==> config.mk <==
export PLATFORM = sky130hd
export DESIGN_NAME = fault_detect
export DESIGN_NICKNAME = d
export VERILOG_FILES = /design/src/rtl/fault_detect.sv
export SDC_FILE = /design/constraint.sdc
export NUM_CORES = 1
export LEC_CHECK = 0
export CORE_MARGIN = 4
export CORE_UTILIZATION = 45
export DETAILED_ROUTE_END_ITERATION = 10
export PLACE_DENSITY = 0.75
export SETUP_SLACK_MARGIN = 0.2
export SLEW_MARGIN = 15
export SYNTH_ARGS = -nofsm -noshare
export SYNTH_HDL_FRONTEND = slang
export SYNTH_SLANG_ARGS = --single-unit
==> constraint.sdc <==
create_clock -name clk -period 2.3 [get_ports clk]
set_input_delay 0.46 -clock clk [delete_from_list [all_inputs] [get_ports clk]]
set_output_delay 0.46 -clock clk [all_outputs]
set_load 0.05 [all_outputs]
==> src/rtl/fault_detect.sv <==
// fault_detect: debounced overcurrent / DC-link over/undervoltage and
// gate-driver pin fault detection with an active-low registered fault vector.
// Optional build macro UV_STARTUP_MASK_EN: adds a PRECHARGE/RUN FSM that masks
// undervoltage until the DC link has charged; without it, undervoltage is
// monitored from reset.
module fault_detect #(
  parameter int I_MAX   = 1800,
  parameter int U_MAX   = 3500,
  parameter int U_MIN   = 500,
  parameter int DEB_N   = 4,
  parameter int PIN_DEB = 1000
) (
  input  logic        clk,
  input  logic        reset_n,
  input  logic        adc_valid,
  input  logic [11:0] i_a,
  input  logic [11:0] i_b,
  input  logic [11:0] i_c,
  input  logic [11:0] u_dc,
  input  logic [2:0]  drv_fault_n,
  output logic [7:0]  error,
  output logic        any_fault
);

  localparam logic [12:0] I_LIM    = 13'(I_MAX);
  localparam logic [11:0] U_HI     = 12'(U_MAX);
  localparam logic [11:0] U_LO     = 12'(U_MIN);
  localparam logic [3:0]  DEB_C    = 4'(DEB_N);
  localparam logic [15:0] PIN_LAST = 16'(PIN_DEB - 1);

  // 13-bit magnitude so that -2048 maps to +2048 instead of wrapping.
  function automatic logic [12:0] mag13(input logic [11:0] v);
    logic [12:0] ext;
    ext = {v[11], v};
    if (v[11]) begin
      mag13 = 13'd0 - ext;
    end else begin
      mag13 = ext;
    end
  endfunction

  logic [4:0]  w_trip;
  logic        w_uv_mask;
  logic [4:0]  w_clr;
  logic [7:0]  w_err_nxt;
  logic [3:0]  w_cnt_nxt [5];
  logic [15:0] w_pin_cnt_nxt [3];

  logic [2:0]  r_sync1;
  logic [2:0]  r_sync2;
  logic [3:0]  r_cnt [5];
  logic [15:0] r_pin_cnt [3];
  logic [7:0]  r_error;
  logic        r_any;

  assign w_trip[0] = (mag13(i_a) > I_LIM);
  assign w_trip[1] = (mag13(i_b) > I_LIM);
  assign w_trip[2] = (mag13(i_c) > I_LIM);
  assign w_trip[3] = (u_dc > U_HI);
  assign w_trip[4] = (u_dc < U_LO);

`ifdef UV_STARTUP_MASK_EN
  typedef enum logic {PRECHARGE = 1'b0, RUN = 1'b1} state_t;
  state_t      r_state;
  state_t      w_state_nxt;
  logic [3:0]  r_pc_cnt;
  logic [3:0]  w_pc_cnt_nxt;

  // FSM state and precharge-qualification counter registers.
  always_ff @(posedge clk or negedge reset_n) begin
    if (!reset_n) begin
      r_state  <= PRECHARGE;
      r_pc_cnt <= 4'd0;
    end else begin
      r_state  <= w_state_nxt;
      r_pc_cnt <= w_pc_cnt_nxt;
    end
  end

  // Leave PRECHARGE after DEB_N consecutive valid samples at or above U_MIN.
  always_comb begin
    w_state_nxt  = r_state;
    w_pc_cnt_nxt = r_pc_cnt;
    case (r_state)
      PRECHARGE: begin
        if (adc_valid) begin
          if (u_dc >= U_LO) begin
            if (r_pc_cnt == (DEB_C - 4'd1)) begin
              w_state_nxt  = RUN;
              w_pc_cnt_nxt = 4'd0;
            end else begin
              w_pc_cnt_nxt = r_pc_cnt + 4'd1;
            end
          end else begin
            w_pc_cnt_nxt = 4'd0;
          end
        end else begin
          w_pc_cnt_nxt = r_pc_cnt;
        end
      end
      RUN: begin
        w_state_nxt  = RUN;
        w_pc_cnt_nxt = 4'd0;
      end
      default: begin
        w_state_nxt  = PRECHARGE;
        w_pc_cnt_nxt = 4'd0;
      end
    endcase
  end

  // Undervoltage is masked while the DC link is still precharging.
  always_comb begin
    case (r_state)
      PRECHARGE: w_uv_mask = 1'b1;
      RUN:       w_uv_mask = 1'b0;
      default:   w_uv_mask = 1'b1;
    endcase
  end
`else
  assign w_uv_mask = 1'b0;
`endif

  assign w_clr = {w_uv_mask, 4'b0000};

  // Next counter values and next fault vector for analog channels and pins.
  always_comb begin
    w_err_nxt = r_error;
    for (int ch = 0; ch < 5; ch++) begin
      if (w_clr[ch]) begin
        w_cnt_nxt[ch] = 4'd0;
      end else if (adc_valid) begin
        if (!w_trip[ch]) begin
          w_cnt_nxt[ch] = 4'd0;
        end else if (r_cnt[ch] == DEB_C) begin
          w_cnt_nxt[ch] = r_cnt[ch];
        end else begin
          w_cnt_nxt[ch] = r_cnt[ch] + 4'd1;
        end
      end else begin
        w_cnt_nxt[ch] = r_cnt[ch];
      end
      w_err_nxt[ch] = (w_cnt_nxt[ch] != DEB_C);
    end
    // A pin bit flips once the synchronized level has disagreed with it
    // for PIN_DEB consecutive cycles; agreement restarts the count.
    for (int k = 0; k < 3; k++) begin
      if (r_sync2[k] != r_error[5+k]) begin
        if (r_pin_cnt[k] == PIN_LAST) begin
          w_err_nxt[5+k]   = r_sync2[k];
          w_pin_cnt_nxt[k] = 16'd0;
        end else begin
          w_pin_cnt_nxt[k] = r_pin_cnt[k] + 16'd1;
        end
      end else begin
        w_pin_cnt_nxt[k] = 16'd0;
      end
    end
  end

  // Two-flop synchronizers for the asynchronous driver fault pins.
  always_ff @(posedge clk or negedge reset_n) begin
    if (!reset_n) begin
      r_sync1 <= 3'b111;
      r_sync2 <= 3'b111;
    end else begin
      r_sync1 <= drv_fault_n;
      r_sync2 <= r_sync1;
    end
  end

  // Debounce counters and the registered fault outputs.
  always_ff @(posedge clk or negedge reset_n) begin
    if (!reset_n) begin
      for (int ch = 0; ch < 5; ch++) r_cnt[ch] <= 4'd0;
      for (int k = 0; k < 3; k++) r_pin_cnt[k] <= 16'd0;
      r_error <= 8'hFF;
      r_any   <= 1'b0;
    end else begin
      for (int ch = 0; ch < 5; ch++) r_cnt[ch] <= w_cnt_nxt[ch];
      for (int k = 0; k < 3; k++) r_pin_cnt[k] <= w_pin_cnt_nxt[k];
      r_error <= w_err_nxt;
      r_any   <= ~&w_err_nxt;
    end
  end

  assign error     = r_error;
  assign any_fault = r_any;

endmodule

# Word-level counts from Yosys, hierarchy flattened
# Index checks and enable logic that the tools add are counted.
[totals]
out_inout_bits = 9
register_bits = 83
wordCells = 76
input_bits = 54
[op_classes]
mux = 30
add_sub_neg = 11
order_cmp = 5
reduce_logical = 2
eq_ne = 16
[ops]
columns = ["cell", "count"]
rows = [
  ["$mux 16", 6],
  ["$mux 4", 15],
  ["$add 16x1->16 const B", 3],
  ["$eq 16x10->1 const B", 3],
  ["$gt 13x11->1 const B", 3],
  ["$mux 13", 3],
  ["$sub 1x12->13 const A", 3],
  ["$add 4x1->4 const B", 5],
  ["$eq 4x3->1 const B", 5],
  ["$ne 4x3->1 const B", 5],
  ["$gt 12x12->1 const B", 1],
  ["$lt 12x9->1 const B", 1],
  ["$reduce_and 8->1", 1],
  ["$mux 1", 6],
  ["$ne 1x1->1", 3],
  ["$logic_not 1->1", 1],
]

# Depth between registers and ports, before layout
# Gate-level depths: netlist of the first run.
[logic_depth]
depth_word = 8
ltp_mapped = 10
ltp_nobuf = 9

# Least setup slack after synthesis of the first run
# OpenSTA, ideal clock, no wires.
[synth_timing]
path_kind = "input to register"
startpoint = "input i_b[0]"
endpoint = "register r_cnt[12] (netlist bit)"
stages = 10
setup_slack_ns = -0.189
arrival_time_ns = 2.354
t_required_ns = 2.165
setup_time_ns = 0.135
cell_sequence = "clkbuf_1 > inv_1 > ha_1 > nor3_1 > o21ai_0 > a32o_1 > o21a_1 > o311a_2 > nor2_1 > o311ai_1"
[synth_rtl]
columns = ["item", "line", "text"]
rows = [
  ["start: declaration", "17", "input logic [11:0] i_b,"],
  ["end: declaration", "51", "logic [3:0] r_cnt [5];"],
]

# Final worst setup path of the first run
[layout_timing]
startpoint = "input u_dc[7]"
endpoint = "register r_any, in the netlist any_fault"
[layout_via]
elab_chain_cells = 6
elab_cells_between_ends = 10
cone_classes = "2 x order compare; 2 x eq/ne; 4 x mux; 2 x reduce/logical"
[layout_lines]
columns = ["item", "line", "text"]
rows = [
  ["start: declaration", "19", "input logic [11:0] u_dc,"],
  ["$gt 12x12->1", "59", "assign w_trip[3] = (u_dc > U_HI);"],
  ["$mux 4", "133", "if (!w_trip[ch]) begin"],
  ["$mux 4", "132", "end else if (adc_valid) begin"],
  ["$ne 4x3->1", "143", "w_err_nxt[ch] = (w_cnt_nxt[ch] != DEB_C);"],
  ["named net w_err_nxt[3]", "45", "logic [7:0] w_err_nxt;"],
  ["$reduce_and 8->1", "183", "r_any <= ~&w_err_nxt;"],
  ["$logic_not 1->1", "183", ""],
  ["end signal: assignment", "183", ""],
  ["end: declaration", "54", "logic r_any;"],
]
# The timed path passes the listed nets, and every way through them passes these cells.

==> results by group, run 1 <==
GRT
  – First-pass GRT wire length: 20440 microns
  – Largest net degree at the start of global routing: 44
  – Gr usage total: a little under a fifth
  – Remaining Overflow, GRT: 0
  – Initial antenna violation count: 0
  – Vias in the first global route: 4599

Placed design
  – Placed cell area: slightly above 0.006 sq mm
  – Place WS: -0.5131 ns
  – DP HPWL: 8340 microns
  – I/O Buffers: 62
  – Final Wtd Congestion: between 0.8 and 0.9
  – Dpl cells: just under 800

Yosys
  – Seq cells post-synth: 83
  – Yosys cell types: 61
  – YS warnings: 0
  – Top FF cell, synth: dfrtp_1
  – Avg Inst Size Synth: roughly 9 sq um
  – Post-synthesis cell count: 553
  – Async S/R FF share, synth: 100.0%
  – Area fraction of the dominant cell type after synthesis: 34.84%
  – Syn Std Cell Area: 0.004956 sq mm
  – Sequential fraction of the synthesis area: between 40% and 50%
  – Post-synth EDFFs: 0
  – Syn nets: 624
  – Post-synth top area cell: dfrtp_1
  – Synth area leaders: dfrtp_1 35%, dfstp_2 7.4%, nor2_1 5.5%

Critical path
  – Critical Path Start Type: primary input
  – Critical path class: primary input to flop
  – CP arrival: around 2.3 ns
  – Critical-path maximum fanout: 4
  – Worst reg2reg path depth: 9
  – RR Startpoint: r_cnt[5]
  – Most numerous cell on the critical path: o211ai_1
  – Crit-path cells: clkdlybuf4s50_1 -> o211ai_1 -> a22oi_2 -> a21oi_1 -> o211ai_1 -> inv_1 -> nor4_4 -> nand4_1
  – CP peak stage delay: 0.49 ns
  – Worst R2R Setup Slack: 0.21 ns
  – Required time worst endpoint: roughly 2.5 ns
  – Worst Setup End Kind: flop
  – Slowest library cell on the worst path: clkdlybuf4s50_1
  – FF-to-FF End: any_fault

Final layout
  – Post-route cell area: 0.006800 sq mm
  – P&R area growth vs syn: 37.21%
  – N_diodes: 0
  – Fillers: 841
  – Final core utilization: 63.01%
  – Share of layout cells above drive strength 1: approximately 27%
  – NumNets Final: around 750
  – Layout Cells excl Fill: 825
  – Most frequent cells in the layout: 71 x nor2_1, 68 x dfrtp_1, 64 x buf_4
  – Commonest non-fill, non-tap cell in the layout: nor2_1

Timing
  – Clock skew: approximately 0.0081 ns
  – Final Cycle Share: 91.35%
  – Maximum clock rate: 475.9 MHz
  – Slew Limit Headroom: a little over three fifths
  – Final worst setup slack: 0.1989 ns
  – Setup violators final: 0
  – Slew of the pin with the lowest slew margin: 0.5548 ns
  – RSZ-0062 raised after global routing: true
  – Final worst path period need: 2.101 ns
  – Setup TNS: 0 ns
  – Final hold vios: 0
  – Slew Limit Fails: 0

Clock tree
  – Worst-case clock buffer depth: 2
  – Clock Latency Late Sink: 0.35 ns
  – Clk sink count: 83
  – Worst-path clk slew: approximately 0.08 ns
  – CTS tree: done
  – Total CTS buffers: 9
  – CTS H-tree depth: 3
  – Root buf cell: clkbuf_8

Floorplanning
  – Die X-Extent: 112.9 microns
  – Io pins: 63
  – Placeable Area: approximately 0.011 sq mm
  – Die Height: 112.9 microns
  – Starting density of the core: between 40% and 50%
  – DIE AREA: 0.01276 sq mm
  – Site Rows: 38

Route
  – Final wirelength: approximately 12000 microns
  – DRT Pass-1 Iters: 4
  – Antenna Nets Post-Route: 0
  – Drt wl/cell: 14.41 microns
  – DRC: 0
  – Initial DRC Count: about 280
  – DR vias: 4556
  – Vias per cell: 5.522

Outcome
  – Status: finished, final reports clean

Pwr
  – Pwr/cell area: 472.4 mW/mm^2
  – Leakage power: roughly 3 nW
  – Max IR drop VDD: 0.2731 mV

Hold path
  – Hold/Removal Path Class: primary input to async pin

Job
  – Max-Cap Viols: 0
-- through the flow --
step	hold slack (ns)	power, W
after floorplan	0.1644	0.001729
after global placement	0.3462	0.001956
after detailed placement	0.3497	0.001976
after CTS	0.07968	0.003208
after global routing	0.09595	0.003369
final	0.06656	0.003212
-- cell type report --
class	instances	area (sq um)	area share [%]
multi-input combinational	425	3052	44.88
sequential	83	2096	30.82
timing repair buffer	130	1120	16.47
tap	140	175.2	2.576
clock buffer	11	151.4	2.226
inverter	31	123.9	1.822
clock inverter	5	82.58	1.214
-- power breakdown --
group / internal (W) / total, W / switching [W]
registers: 0.00149 / 0.00151 / 0.0000236
clock network: 0.000675 / 0.00121 / 0.000533
logic: 0.000243 / 0.000492 / 0.000249
total: 0.00241 / 0.00321 / 0.000806
-- sequential cells by signal (all words and copies together) (netlist names) --
| signal | count |
|---|---|
| r_pin_cnt | 48 |
| any_fault | 1 |
| r_sync1 | 3 |
| error | 8 |
| r_cnt | 20 |
| r_sync2 | 3 |
-- layer usage --
layer	share of wire, %	routed length, microns	GRT usage, %
met1	44	5188	24.10
met2	49	5878	32.19
met3	4.9	577	4.064
met4	2.1	244	6.891
met5	0	0	0
-- worst max path at each step --
| stage | slack (ns) | startpoint | to | depth (start not counted) |
|---|---|---|---|---|
| floorplan | 0.07 | i_b[1] | r_cnt[12] | 10 |
| global placement | -0.43 | i_b[1] | any_fault | 10 |
| detailed placement | -0.51 | i_b[1] | r_cnt[12] | 10 |
| CTS | 0.15 | i_b[3] | r_cnt[12] | 8 |
| global route | 0.09 | r_cnt[5] | any_fault | 9 |
| finish | 0.20 | u_dc[7] | any_fault | 8 |
-- Yosys cell counts (3+ instances only) --
master	n
ha_1	17
nand3_1	25
o211ai_1	4
nor2b_1	6
nor3b_1	6
o31ai_1	3
dfrtp_1	69
a31oi_1	7
dfstp_2	14
mux2_2	3
xor2_1	27
clkbuf_1	11
a21o_1	5
o21ai_0	19
a22oi_1	3
mux2i_1	4
a211oi_1	3
nor3_1	14
or3_1	9
o22ai_1	7
and3_1	15
or2_2	4
nand2_1	45
inv_1	31
nor4_1	11
nor2_1	73
a21oi_1	25
or4_1	4
nand4_1	12
xnor2_1	18
and2_1	6
nor4b_1	7
nand2b_1	5
-- repair_timing --
action,4_1_cts,5_1_grt
buffers inserted,4,9
setup endpoints to repair,21,9
pin swaps,22,34
hold buffers,0,0
gates resized for setup,83,57
-- critical path, delay by kind of cell --
family / cells / cell delay, ns
AO/OA/AOI/OAI: 4 / 0.83
buffers and inverters: 2 / 0.62
AND/OR/NAND/NOR: 2 / 0.40
-- kinds of logic after synthesis --
group	synth area share, %
AND/OR/NAND/NOR	26.46
adder cells (fa/ha/maj)	4.292
XOR/XNOR	7.953
AO/OA/AOI/OAI	14.09
buffers and inverters	3.459
flip-flops	42.26
multiplexers	1.490
(Power assumes the default switching activity.)
==> run 2, diff against run 1 <==
CORE_MARGIN = 3   (was 4)
clock period = 2.61 ns   (was 2.3 ns; I/O delays follow)
==> run 2 against run 1 <==
Clock skew is 0.0025 ns higher. Worst hold slack improved by 0.038 ns. Register-to-register slack improved by 0.27 ns. Sequential cell count stayed put. Critical path depth did not move. Sequential power down 12%. Die area shrank 3.5%. Design area down 6.5%. Count of clock-buffer cells in the layout stayed put. Combinational power is 23% lower.
==> results by group, run 2 (synthesis gave the netlist of run 1 again) <==
Placed design
  – Final Wtd Congestion: 0.9034 (+4.4%)
  – Dpl cells: 782 (-1.8%)
  – I/O Buffers: 62 (unchanged)
  – DP HPWL: 8192 microns (-1.8%)
  – Placed cell area: 0.006035 sq mm (-2.1%)

Clock tree
  – Total CTS buffers: 9 (unchanged)
  – Worst-path clk slew: 0.09 ns (about the same)
  – CTS H-tree depth: 3 (unchanged)
  – Clock Latency Late Sink: 0.35 ns (about the same)
  – Worst-case clock buffer depth: 2 (unchanged)
  – CTS tree: done
  – Root buf cell: clkbuf_8
  – Clk sink count: 83 (unchanged)
  – Post-CTS Setup Bufs: 0 (-4)

Route
  – DRT Pass-1 Iters: 4 (unchanged)
  – DR vias: 4373 (-4.0%)
  – Antenna Nets Post-Route: 0 (unchanged)
  – Drt wl/cell: 13.45 microns (-6.6%)
  – Final wirelength: 10740 microns (-9.7%)
  – Vias per cell: 5.480 (-0.77%)
  – Initial DRC Count: 196 (-30%)
  – DRC: 0 (unchanged)

Pwr
  – Leakage power: 2.742 nW (-7.0%)
  – Max IR drop VDD: 0.2623 mV (-4.0%)
  – Pwr/cell area: 400.2 mW/mm^2 (-15%)

GRT
  – Met1 GRT Util: 21.48% (-2.6 points)
  – Remaining Overflow, GRT: 0 (unchanged)
  – Initial antenna violation count: 0 (unchanged)
  – First-pass GRT wire length: 18690 microns (-8.6%)
  – GR peak layer: met2
  – Met3 Track Usage GR: 3.876% (-0.19 points)
  – Vias in the first global route: 4340 (-5.6%)
  – Grt met2 use: 32.00% (-0.19 points)
  – Largest net degree at the start of global routing: 37 (-16%)
  – Gr usage total: 17.65% (-1.4 points)

Timing
  – Slew Limit Headroom: 66.19% (+3.0 points)
  – Final Cycle Share: 90.79%
  – Slew Limit Fails: 0 (unchanged)
  – Setup violators final: 0 (unchanged)
  – Clock skew: 0.01061 ns (+0.002516 ns)
  – Hold_ws: 0.1049 ns (+0.03837 ns)
  – Maximum clock rate: 422.0 MHz
  – Final hold vios: 0 (unchanged)
  – Final worst path period need: between 2 and 2.5 ns
  – Slew of the pin with the lowest slew margin: 0.5056 ns (-0.04921 ns)
  – RSZ-0062 raised after global routing: true

Floorplanning
  – Die X-Extent: 110.9 microns (-1.8%)
  – Starting density of the core: 47.16% (+1.2 points)
  – Io pins: 63 (unchanged)
  – Site Rows: 37 (-2.6%)
  – DIE AREA: 0.01231 sq mm (-3.5%)
  – Placeable Area: 0.01051 sq mm (-2.6%)
  – Die Height: 110.9 microns (-1.8%)

Final layout
  – Commonest non-fill, non-tap cell in the layout: nor2_1
  – Register area: 0.002095 sq mm (about the same)
  – N_diodes: 0 (unchanged)
  – Largest Register: r_pin_cnt
  – Most frequent cells in the layout: 71 x nor2_1, 69 x dfrtp_1, 50 x clkdlybuf4s50_1
  – Number of flip-flops in the largest register: 48 (unchanged)
  – Layout Cells excl Fill: 798 (-3.3%)
  – Post-route cell area: 0.006360 sq mm (-6.5%)
  – Multi-input logic area: 0.002843 sq mm (-6.8%)
  – Fillers: 863 (+2.6%)
  – P&R area growth vs syn: 28.33%
  – NumNets Final: 728 (-3.1%)
  – Share of layout cells above drive strength 1: 18.28% (-9.2 points)

Critical path
  – CP peak stage delay: 0.44 ns (-0.05 ns)
  – Slowest library cell on the worst path: clkdlybuf4s50_1
  – Top delay family on crit path: compound AO/OA/AOI/OAI gates
  – Required time worst endpoint: 2.85 ns (+0.32 ns)
  – Worst Setup End Kind: flop
  – Crit-path cells: clkdlybuf4s50_1 -> or3_4 -> o41ai_4 -> a31oi_1 -> nor3_2 -> o311a_4 -> nor2_4 -> o311ai_2
  – Critical Path Start Type: primary input
  – Critical-path maximum fanout: 4 (unchanged)
  – Worst path bufs/invs: 1 (-1)
  – CP arrival: 2.61 ns (+0.28 ns)
  – Critical path class: primary input to flop

Hold path
  – Hold/Removal Path Class: primary input to async pin

Outcome
  – Status: finished, final reports clean

Job
  – Max-Cap Viols: 0 (unchanged)
[run 2: cell types whose count changed in the layout (fill, tap and decap cells not counted), moves of 4 or more]
cell / change
buf_4: -18
buf_6: -4
clkdlybuf4s50_1: +25
dlygate4sd2_1: -16
ha_1: +4
inv_1: +4
nor3_1: +6
nor3_2: -5
nor4_4: -4
[run 2: cell type report]
type,count,share of cell area [%]
well taps,136,2.676
inverters,31,1.830
clock inverters,5,0.5902
clock buffers,11,2.223
multi-input cells,425,44.70
flip-flops and latches,83,32.93
repair buffers,107,15.05
[run 2: report_power, final]
group	internal [W]	leakage (nW)	total, W	switching, W
combinational	0.000189	1.56	0.000380	0.000191
clock	0.000375	0.0859	0.000831	0.000456
sequential	0.00131	1.10	0.00133	0.0000216
[run 2: routing by layer]
metal | up-vias | wire, microns
li1 | 2176 | -
met1 | 2106 | 4713
met2 | 83 | 5507
met3 | 8 | 437
met4 | 0 | 76
met5 | - | 0
[run 2: final timing paths]
kind,slack [ns],from,cells after the start,to
max in group asynchronous,1.81,reset_n,2,error[2]
min reg2reg,0.36,r_sync1[0],0,r_sync2[0]
max,0.24,i_b[6],8,r_cnt[12]
min in group clk,0.36,r_sync1[0],0,r_sync2[0]
max reg2reg,0.48,r_cnt[16],6,any_fault
min,0.10,reset_n,1,r_pin_cnt[26]
[run 2: worst register-to-register path, cell delays in order (launching register included)]
cell and delay [ns]:
dfrtp_1 0.41, inv_1 0.11, ha_1 0.34, or4_2 0.62, a211oi_1 0.32, o211ai_2 0.17, nand4_1 0.11
[run 2: per-stage QoR]
| step | setup TNS (ns) | power [W] | worst slack, ns | utilization, % |
|---|---|---|---|---|
| final | 0 | 0.002545 | 0.2403 | 60.52 |
| after CTS | 0 | 0.002567 | 0.1698 | 59.72 |
| after detailed placement | -2.041 | 0.001723 | -0.3146 | 57.42 |
| after floorplan | 0 | 0.001517 | 0.2069 | - |
| after global routing | 0 | 0.002681 | 0.1822 | 60.52 |
| after global placement | -1.111 | 0.001707 | -0.1873 | 57.42 |
[run 2: repair_timing]
item,4_1_cts,5_1_grt
pin swaps,7,8
resized for setup,20,23
hold buffers,0,0
setup endpoints to repair,7,9
